==> src/rtl/router_sync_np_if.sv <==
// router_sync_np_if
//  Bundles the handshake and status signals between the router FSM, the
//  output FIFOs, the downstream read side and the router_sync_np block.
//  master : the environment (FSM / FIFOs / readers) driving the synchroniser
//  slave  : the synchroniser itself
//  Signals:
//   detect_add     header-cycle strobe; load datain as destination
//   datain         destination address field of the header byte
//   write_enb_reg  FSM request to write the current byte
//   read_enb       per-port read enable from downstream
//   empty, full    per-port FIFO status
//   clr_status     clears all timeout_sticky bits
//   vld_out        per-port data valid (~empty)
//   write_enb      one-hot FIFO write enable
//   fifo_full      full flag of the selected FIFO
//   soft_reset     per-port one-cycle FIFO soft reset
//   addr_err       last latched address was out of range
//   timeout_sticky per-port sticky record of a watchdog timeout
interface router_sync_np_if #(
    parameter int NUM_PORTS = 3,
    parameter int ADDR_W    = 2
);
    logic                 detect_add;
    logic [ADDR_W-1:0]    datain;
    logic                 write_enb_reg;
    logic [NUM_PORTS-1:0] read_enb;
    logic [NUM_PORTS-1:0] empty;
    logic [NUM_PORTS-1:0] full;
    logic                 clr_status;
    logic [NUM_PORTS-1:0] vld_out;
    logic [NUM_PORTS-1:0] write_enb;
    logic                 fifo_full;
    logic [NUM_PORTS-1:0] soft_reset;
    logic                 addr_err;
    logic [NUM_PORTS-1:0] timeout_sticky;

    modport master (
        output detect_add, datain, write_enb_reg, read_enb, empty, full, clr_status,
        input  vld_out, write_enb, fifo_full, soft_reset, addr_err, timeout_sticky
    );

    modport slave (
        input  detect_add, datain, write_enb_reg, read_enb, empty, full, clr_status,
        output vld_out, write_enb, fifo_full, soft_reset, addr_err, timeout_sticky
    );
endinterface

==> src/rtl/router_sync_np.sv <==
// router_sync_np
//  Synchroniser between the router FSM, NUM_PORTS output FIFOs and the read
//  side. Latches the destination from the header, steers write enable and
//  full status to/from the selected FIFO, flags out-of-range destinations,
//  and runs an independent read-timeout watchdog per port that issues a
//  single-cycle soft reset and records it in a sticky status bit.
//  Ports:
//   clk     rising-edge clock
//   resetn  synchronous active-low reset
//   bus     router_sync_np_if slave modport (see interface header)
module router_sync_np #(
    parameter int NUM_PORTS = 3,
    parameter int ADDR_W    = 2,
    parameter int TIMEOUT   = 30
) (
    input  logic              clk,
    input  logic              resetn,
    router_sync_np_if.slave   bus
);
    localparam int                CNT_W      = $clog2(TIMEOUT);
    localparam logic [CNT_W-1:0]  CNT_LAST   = CNT_W'(TIMEOUT - 1);
    // One extra bit so NUM_PORTS == 2**ADDR_W is representable.
    localparam logic [ADDR_W:0]   PORT_LIMIT = (ADDR_W + 1)'(NUM_PORTS);

    logic [ADDR_W-1:0]    dest_r;
    logic                 dest_ok_r;
    logic                 addr_err_r;
    logic [CNT_W-1:0]     cnt_r [NUM_PORTS];
    logic [NUM_PORTS-1:0] soft_reset_r;
    logic [NUM_PORTS-1:0] sticky_r;

    logic                 in_range_s;
    logic [NUM_PORTS-1:0] stall_s;
    logic [NUM_PORTS-1:0] hit_s;
    logic [NUM_PORTS-1:0] write_enb_s;
    logic                 fifo_full_s;

    assign in_range_s = ({1'b0, bus.datain} < PORT_LIMIT);
    // A port is stalled while it holds data that nobody is reading.
    assign stall_s    = ~bus.empty & ~bus.read_enb;

    // Destination latch: loaded on the header strobe, held otherwise.
    always_ff @(posedge clk) begin
        if (!resetn) begin
            dest_r     <= '0;
            dest_ok_r  <= 1'b1;
            addr_err_r <= 1'b0;
        end else if (bus.detect_add) begin
            dest_r     <= bus.datain;
            dest_ok_r  <= in_range_s;
            addr_err_r <= ~in_range_s;
        end else begin
            dest_r     <= dest_r;
            dest_ok_r  <= dest_ok_r;
            addr_err_r <= addr_err_r;
        end
    end

    // Steer write enable to, and full flag from, the latched destination.
    // An invalid destination selects nothing, so no FIFO is written.
    always_comb begin
        write_enb_s = '0;
        fifo_full_s = 1'b0;
        for (int i = 0; i < NUM_PORTS; i++) begin
            if (dest_ok_r && (dest_r == ADDR_W'(i))) begin
                write_enb_s[i] = bus.write_enb_reg;
                fifo_full_s    = bus.full[i];
            end else begin
                write_enb_s[i] = 1'b0;
            end
        end
    end

    // Timeout detect: the stall cycle in which the counter already sits at its last value.
    always_comb begin
        hit_s = '0;
        for (int i = 0; i < NUM_PORTS; i++) begin
            if (stall_s[i] && (cnt_r[i] == CNT_LAST)) begin
                hit_s[i] = 1'b1;
            end else begin
                hit_s[i] = 1'b0;
            end
        end
    end

    // Per-port stall counters; a read, a timeout or reset restarts from zero.
    always_ff @(posedge clk) begin
        for (int i = 0; i < NUM_PORTS; i++) begin
            if (!resetn) begin
                cnt_r[i] <= '0;
            end else if (!stall_s[i] || hit_s[i]) begin
                cnt_r[i] <= '0;
            end else begin
                cnt_r[i] <= cnt_r[i] + CNT_W'(1);
            end
        end
    end

    // Soft-reset pulse and sticky status; a new timeout beats a coincident clear.
    always_ff @(posedge clk) begin
        if (!resetn) begin
            soft_reset_r <= '0;
            sticky_r     <= '0;
        end else begin
            soft_reset_r <= hit_s;
            sticky_r     <= hit_s | (sticky_r & ~{NUM_PORTS{bus.clr_status}});
        end
    end

    assign bus.vld_out        = ~bus.empty;
    assign bus.write_enb      = write_enb_s;
    assign bus.fifo_full      = fifo_full_s;
    assign bus.soft_reset     = soft_reset_r;
    assign bus.addr_err       = addr_err_r;
    assign bus.timeout_sticky = sticky_r;
endmodule

==> src/flat_wrapper.sv <==
// flat-port wrapper written by rule: the top's interface ports become plain ports
module router_sync_np_flat 
#(
    parameter int NUM_PORTS = 3,
    parameter int ADDR_W    = 2,
    parameter int TIMEOUT   = 30
)
  (clk, resetn, bus_detect_add, bus_datain, bus_write_enb_reg, bus_read_enb, bus_empty, bus_full, bus_clr_status, bus_vld_out, bus_write_enb, bus_fifo_full, bus_soft_reset, bus_addr_err, bus_timeout_sticky);
  router_sync_np_if #(.NUM_PORTS(NUM_PORTS), .ADDR_W(ADDR_W)) bus_i ();
  input  logic clk;
  input  logic resetn;
  input wire logic [$bits(bus_i.detect_add)-1:0] bus_detect_add;
  input wire logic [$bits(bus_i.datain)-1:0] bus_datain;
  input wire logic [$bits(bus_i.write_enb_reg)-1:0] bus_write_enb_reg;
  input wire logic [$bits(bus_i.read_enb)-1:0] bus_read_enb;
  input wire logic [$bits(bus_i.empty)-1:0] bus_empty;
  input wire logic [$bits(bus_i.full)-1:0] bus_full;
  input wire logic [$bits(bus_i.clr_status)-1:0] bus_clr_status;
  output wire logic [$bits(bus_i.vld_out)-1:0] bus_vld_out;
  output wire logic [$bits(bus_i.write_enb)-1:0] bus_write_enb;
  output wire logic [$bits(bus_i.fifo_full)-1:0] bus_fifo_full;
  output wire logic [$bits(bus_i.soft_reset)-1:0] bus_soft_reset;
  output wire logic [$bits(bus_i.addr_err)-1:0] bus_addr_err;
  output wire logic [$bits(bus_i.timeout_sticky)-1:0] bus_timeout_sticky;
  assign bus_i.detect_add = bus_detect_add;
  assign bus_i.datain = bus_datain;
  assign bus_i.write_enb_reg = bus_write_enb_reg;
  assign bus_i.read_enb = bus_read_enb;
  assign bus_i.empty = bus_empty;
  assign bus_i.full = bus_full;
  assign bus_i.clr_status = bus_clr_status;
  assign bus_vld_out = bus_i.vld_out;
  assign bus_write_enb = bus_i.write_enb;
  assign bus_fifo_full = bus_i.fifo_full;
  assign bus_soft_reset = bus_i.soft_reset;
  assign bus_addr_err = bus_i.addr_err;
  assign bus_timeout_sticky = bus_i.timeout_sticky;
  router_sync_np #(.NUM_PORTS(NUM_PORTS), .ADDR_W(ADDR_W), .TIMEOUT(TIMEOUT)) u_core (.clk(clk), .resetn(resetn), .bus(bus_i));
endmodule
==> config.mk <==
export PLATFORM = sky130hd
export DESIGN_NAME = router_sync_np_flat
export DESIGN_NICKNAME = d
export VERILOG_FILES = /design/src/rtl/router_sync_np_if.sv /design/src/rtl/router_sync_np.sv /design/src/flat_wrapper.sv
export SDC_FILE = /design/constraint.sdc
export NUM_CORES = 1
export LEC_CHECK = 0
export ABC_AREA = 1
export ABC_CLOCK_PERIOD_IN_PS = 3650
export BUFFER_PORTS_ARGS = -buffer_cell sky130_fd_sc_hd__buf_4
export CAP_MARGIN = 10
export CORE_MARGIN = 2
export CORE_UTILIZATION = 50
export CTS_BUF_LIST = sky130_fd_sc_hd__clkbuf_8
export DETAILED_ROUTE_END_ITERATION = 6
export GPL_TIMING_DRIVEN = 1
export PLACE_DENSITY = 0.75
export SETUP_SLACK_MARGIN = 0.05
export SYNTH_ARGS = -nofsm -noshare
export SYNTH_HDL_FRONTEND = slang
export SYNTH_SLANG_ARGS = --single-unit
==> constraint.sdc <==
create_clock -name clk -period 3.65 [get_ports clk]
set_clock_uncertainty 0.2 [all_clocks]
set_input_delay 0.73 -clock clk [delete_from_list [all_inputs] [get_ports clk]]
set_output_delay 0.73 -clock clk [all_outputs]
set_load 0.05 [all_outputs]
Yosys cells after proc, flatten, opt, wreduce, memory -nomap -nowiden
Memory sizes are Yosys's and may differ from the RTL's.
Cells that the tools add are included.

storage, ports and cells
  memories = 1
  memory bits (writable) = 15
  logic and storage cells = 75
  input port bits = 16
  bits in registers = 10

memory list
  name          depth  width  read ports  clocked after Yosys merged registers in  wr ports  line                  text
  u_core.cnt_r  3      5      3           0                                        3         router_sync_np.sv:28  logic [CNT_W-1:0] cnt_r [NUM_PORTS];

operators by class
  bitwise logic cells = 13
  add/subtract/negate cells = 3
  $lt $le $gt $ge = 1
  multiplexer cells = 34
  equality and inequality tests = 5
  reduce and logical (&&, ||, !) cells = 13

operators with widths
  cell                                                  count
  two-way mux 5 bit                                     6
  two-way mux 1 bit                                     28
  adder 5 x 1 -> 5 bit (second input constant)          3
  equality test 5 bit (second input constant)           3
  inverter 3 bit                                        3
  bitwise AND 3 bit                                     2
  logical AND 1 bit                                     6
  OR 1 bit                                              6
  zero test 1 bit                                       3
  logical OR 1 bit                                      3
  OR 3 bit                                              1
  equality test 2 x 1 -> 1 bit (second input constant)  1
  equality test 2 bit (second input constant)           1
  zero test 2 bit                                       1
  < comparator 2 bit (second input constant)            1
  inverter 1 bit                                        1

Longest topological paths before layout
  word-level depth = 10
  depth in mapped cells = 7
  depth with buffers taken out = 7

Least setup slack after synthesis
OpenSTA, ideal clock, no wires.

  kind = input -> output
  from = input bus_write_enb_reg
  to = output bus_write_enb[0]
  path slack = 1.288 ns
  data required time = 2.720 ns
  stages on the path = 2
  path buffers = 0
  data arrival time = 1.432 ns
  path through = inv_1 -> nor2_1

on the way
  word-level cells in the longest chain between the ends = 1

ends and longest elaborated chain
  what               line                  text
  from (decl)        flat_wrapper.sv:14    input wire logic [$bits(bus_i.write_enb_reg)-1:0] bus_write_enb_reg;
  two-way mux 1 bit  router_sync_np.sv:65  if (dest_ok_r && (dest_r == ADDR_W'(i))) begin
  to (decl)          flat_wrapper.sv:20    output wire logic [$bits(bus_i.write_enb)-1:0] bus_write_enb;

Every way passes these cells.

Worst setup path in the final report
  from = input bus_full[1]
  to = output bus_fifo_full

on the way
  word-level cells in the longest chain between the ends = 2

ends and longest elaborated chain
  what                             line                  text
  from (decl)                      flat_wrapper.sv:17    input wire logic [$bits(bus_i.full)-1:0] bus_full;
  two-way mux 1 bit (2 in series)  router_sync_np.sv:65
  to (decl)                        flat_wrapper.sv:21    output wire logic [$bits(bus_i.fifo_full)-1:0] bus_fifo_full;

Every way passes these cells.

==> results.json <==
{
  "run_status": "finished clean",
  "placement_rows": 18,
  "critical_path.cell_chain": "buf_4 > nand4_1 > nand3_1 > buf_4",
  "worst-r2r-cell-count": 5,
  "horizontal_extent_of_the_die_um": 53.88,
  "worst_path_largest_cell_delay_ps": 190,
  "critPathSlowestCell": "buf_4",
  "final-max-slew-violation-count": 0,
  "place.gp.congestion": 0.7365,
  "layout-drive-gt1-share_pct": 21.16,
  "drc": 0,
  "p_total_uw": 568.2,
  "timing.final.setup_violations": 0,
  "required_ps": 2720,
  "critPathArrivalTime_ps": 1180,
  "power.switching_fraction_pct": 26.14,
  "groute.usage.overall_pct": 17.61,
  "postLayoutCoreUtil_pct": 66.04,
  "finalWorstPathRequiredPeriod_ps": 2115,
  "insertion_delay_ps": 270,
  "post_cts_resized": 0,
  "dp_hpwl_um": 1812,
  "synth.cell_area_um2": 1244,
  "path_class": "primary input to primary output",
  "internal_power_uw": 419.7,
  "residual_antenna_violating_net_count_after_detailed_routing": 0,
  "placement.cell_area_um2": 1544,
  "numCtsBuffers": 3,
  "synth_compound_gate_area_share_pct": 2.515,
  "floorplan.die_area_um2": 2903,
  "cap_viol_max_count": 0,
  "design_area_um2": 1592,
  "vias_in_the_first_global_route": 961,
  "timing.critical_path.from_type": "primary input",
  "layout-area-overhead-vs-synth_pct": 27.97,
  "synth_mux_area_share_pct": 0,
  "placeableCoreArea_um2": 2410,
  "synth_adder_area_share_pct": 6.036,
  "worst_hold_path_type": "register to register",
  "largest_net_degree_at_the_start_of_global_routing": 16,
  "finalWirelength_um": 2256,
  "diodes_inserted": 0,
  "finalNetCount": 212,
  "post_drt_wl_per_cell_um": 10.30,
  "clkSlewWorstSetupHoldPaths_ps": 90,
  "critPathMostFrequentCell": "buf_4",
  "switchingPower_uw": 148.5,
  "worstHoldPathCells": 2,
  "achievable-frequency_mhz": 472.9,
  "highest_net_fanout_along_the_worst_path": 1,
  "clkSinkCount": 25,
  "share_of_synthesized_area_occupied_by_flip_flops_and_latches_pct": 52.31,
  "cts_hold_repair.buffers": 0,
  "setup.worst_path.end_class": "primary output",
  "final.setup.tns_ps": 0,
  "synth.yosys.warnings": 0,
  "yosys_register_bits": 25,
  "grt_pass1_wl_um": 3643,
  "port_buffers": 29,
  "number_of_search_and_repair_iterations_in_the_first_detailed_routing_pass": 5,
  "yosys.area_share.simple_pct": 28.27,
  "floorplan.die.height_um": 53.88,
  "final_min_period_over_clock_period_pct": 57.94,
  "p_leak_nw": 0.7850,
  "power_frac_clock_pct": 28.9,
  "cts_htree_levels": 1,
  "number_of_antenna_violations_at_the_first_check_in_global_routing": 0,
  "synth.avg_cell_area_um2": 8.697,
  "via_per_instance_ratio": 4.676,
  "fin_ws_ps": 1535,
  "cts_tree": "done",
  "cts_setup_buffers": 0,
  "first_iter_violations": 14,
  "io_pins": 30,
  "vias": 1024,
  "preCtsSetupSlack_ps": 1533,
  "final_hold_viol_count": 0,
  "synthesis.instances": 143,
  "post_synth_xor_area_fraction_pct": 2.113,
  "comb_power_share_pct": 14.1,
  "max-clock-path-buffers": 2,
  "cts_root_buf": "clkbuf_8",
  "floorplan.initialDensity_pct": 51.61,
  "synth.distinct_cells": 19,
  "synth_top_family_by_area": "simple AND/OR/NAND/NOR gates",
  "unrepaired_setup_endpoints_after_global_routing": "no",
  "seqPwrFrac_pct": 57.0,
  "vdd.ir_drop.worst_mv": 0.3726,
  "powerDensity_nw_per_um2": 357.0,
  "grt_remaining_overflow": 0
}
[area by class of cell]
class / count / area [um2]
Clock buffer: 3 / 41.29
Clock inverter: 1 / 6.256
Fill cell: 210 / 818.3
Inverter: 26 / 97.59
Multi-Input combinational cell: 105 / 540.5
Sequential cell: 25 / 650.6
Tap cell: 30 / 37.54
Timing Repair Buffer: 29 / 217.7
[cells in the mapped netlist]
cell | instances | area (um2)
nand4_1 | 11 | 68.82
o21ai_2 | 1 | 8.760
xnor2_1 | 3 | 26.28
ha_1 | 6 | 75.07
nor3_1 | 1 | 5.000
inv_2 | 1 | 3.750
dfxtp_1 | 10 | 200.2
nor2_4 | 1 | 11.26
a21oi_1 | 1 | 5.000
inv_1 | 25 | 93.84
conb_1 | 1 | 3.750
buf_4 | 1 | 7.510
o21ai_1 | 2 | 10.01
o21a_1 | 1 | 7.510
nor2_1 | 25 | 93.84
nand2_1 | 18 | 67.56
edfxtp_1 | 15 | 450.4
nand3_1 | 16 | 80.08
nand2_2 | 4 | 25.02
[per-stage QoR]
step                      instances  hold slack (ps)
after global placement          215            269.8
after CTS                       219            293.3
after detailed placement        215            277.6
final                           219            282.6
after global routing            219            306.3
after floorplan                 157            271.5
[registers in the layout, indices dropped and copies added (netlist names)]
name and flops:
u_core.cnt_r 15, u_core.bus.soft_reset 3, u_core.bus.timeout_sticky 3, u_core.dest_r 2
u_core.bus.addr_err 1, u_core.dest_ok_r 1
[power by group through the flow]
| stage | Clock, mW | Sequential (mW) | Combinational [mW] |
|---|---|---|---|
| floorplan | 0 | 0.329 | 0.0514 |
| global placement | 0 | 0.329 | 0.0785 |
| detailed placement | 0 | 0.330 | 0.0806 |
| CTS | 0.175 | 0.324 | 0.0808 |
| global route | 0.179 | 0.326 | 0.0899 |
| finish | 0.164 | 0.324 | 0.0803 |
[placed cells by master, fill, tap and decap left out, drive strengths merged]
master and count:
buf 29, inv 27, nor2 26, nand2 22, nand3 16, edfxtp 15, conb 15, nand4 11
dfxtp 10, ha 6, xnor2 3, clkbuf 3, o21ai 3, a21oi 1, o21a 1, nor3 1
[logic make-up (layout without fill, tap and decap cells)]
family	after synthesis	count (layout)
simple gates	76	76
buf+inv	27	59
other cells	1	15
fa+ha+maj	6	6
compound gates	5	5
flops	25	25
xor+xnor	3	3
[final timing paths]
check | from | end | slack, ps
max | bus_full[1] | bus_fifo_full | 1540
min | u_core.bus.addr_err | u_core.bus.addr_err | 280
max reg2reg | u_core.cnt_r[2][1] | u_core.cnt_r[2][0] | 2180
min reg2reg | u_core.bus.addr_err | u_core.bus.addr_err | 280
[critical path: cells and delay by family]
kind / cells / cell delay (ps)
buffers and inverters: 2 / 270
AND/OR/NAND/NOR: 2 / 190
[routing by layer]
layer	GRT usage, %	wire (um)
met1	17.55	879
met2	34.55	1278
met3	3.333	80
met4	7.692	19
met5	0	0
Power figures use the tool's default switching activity.
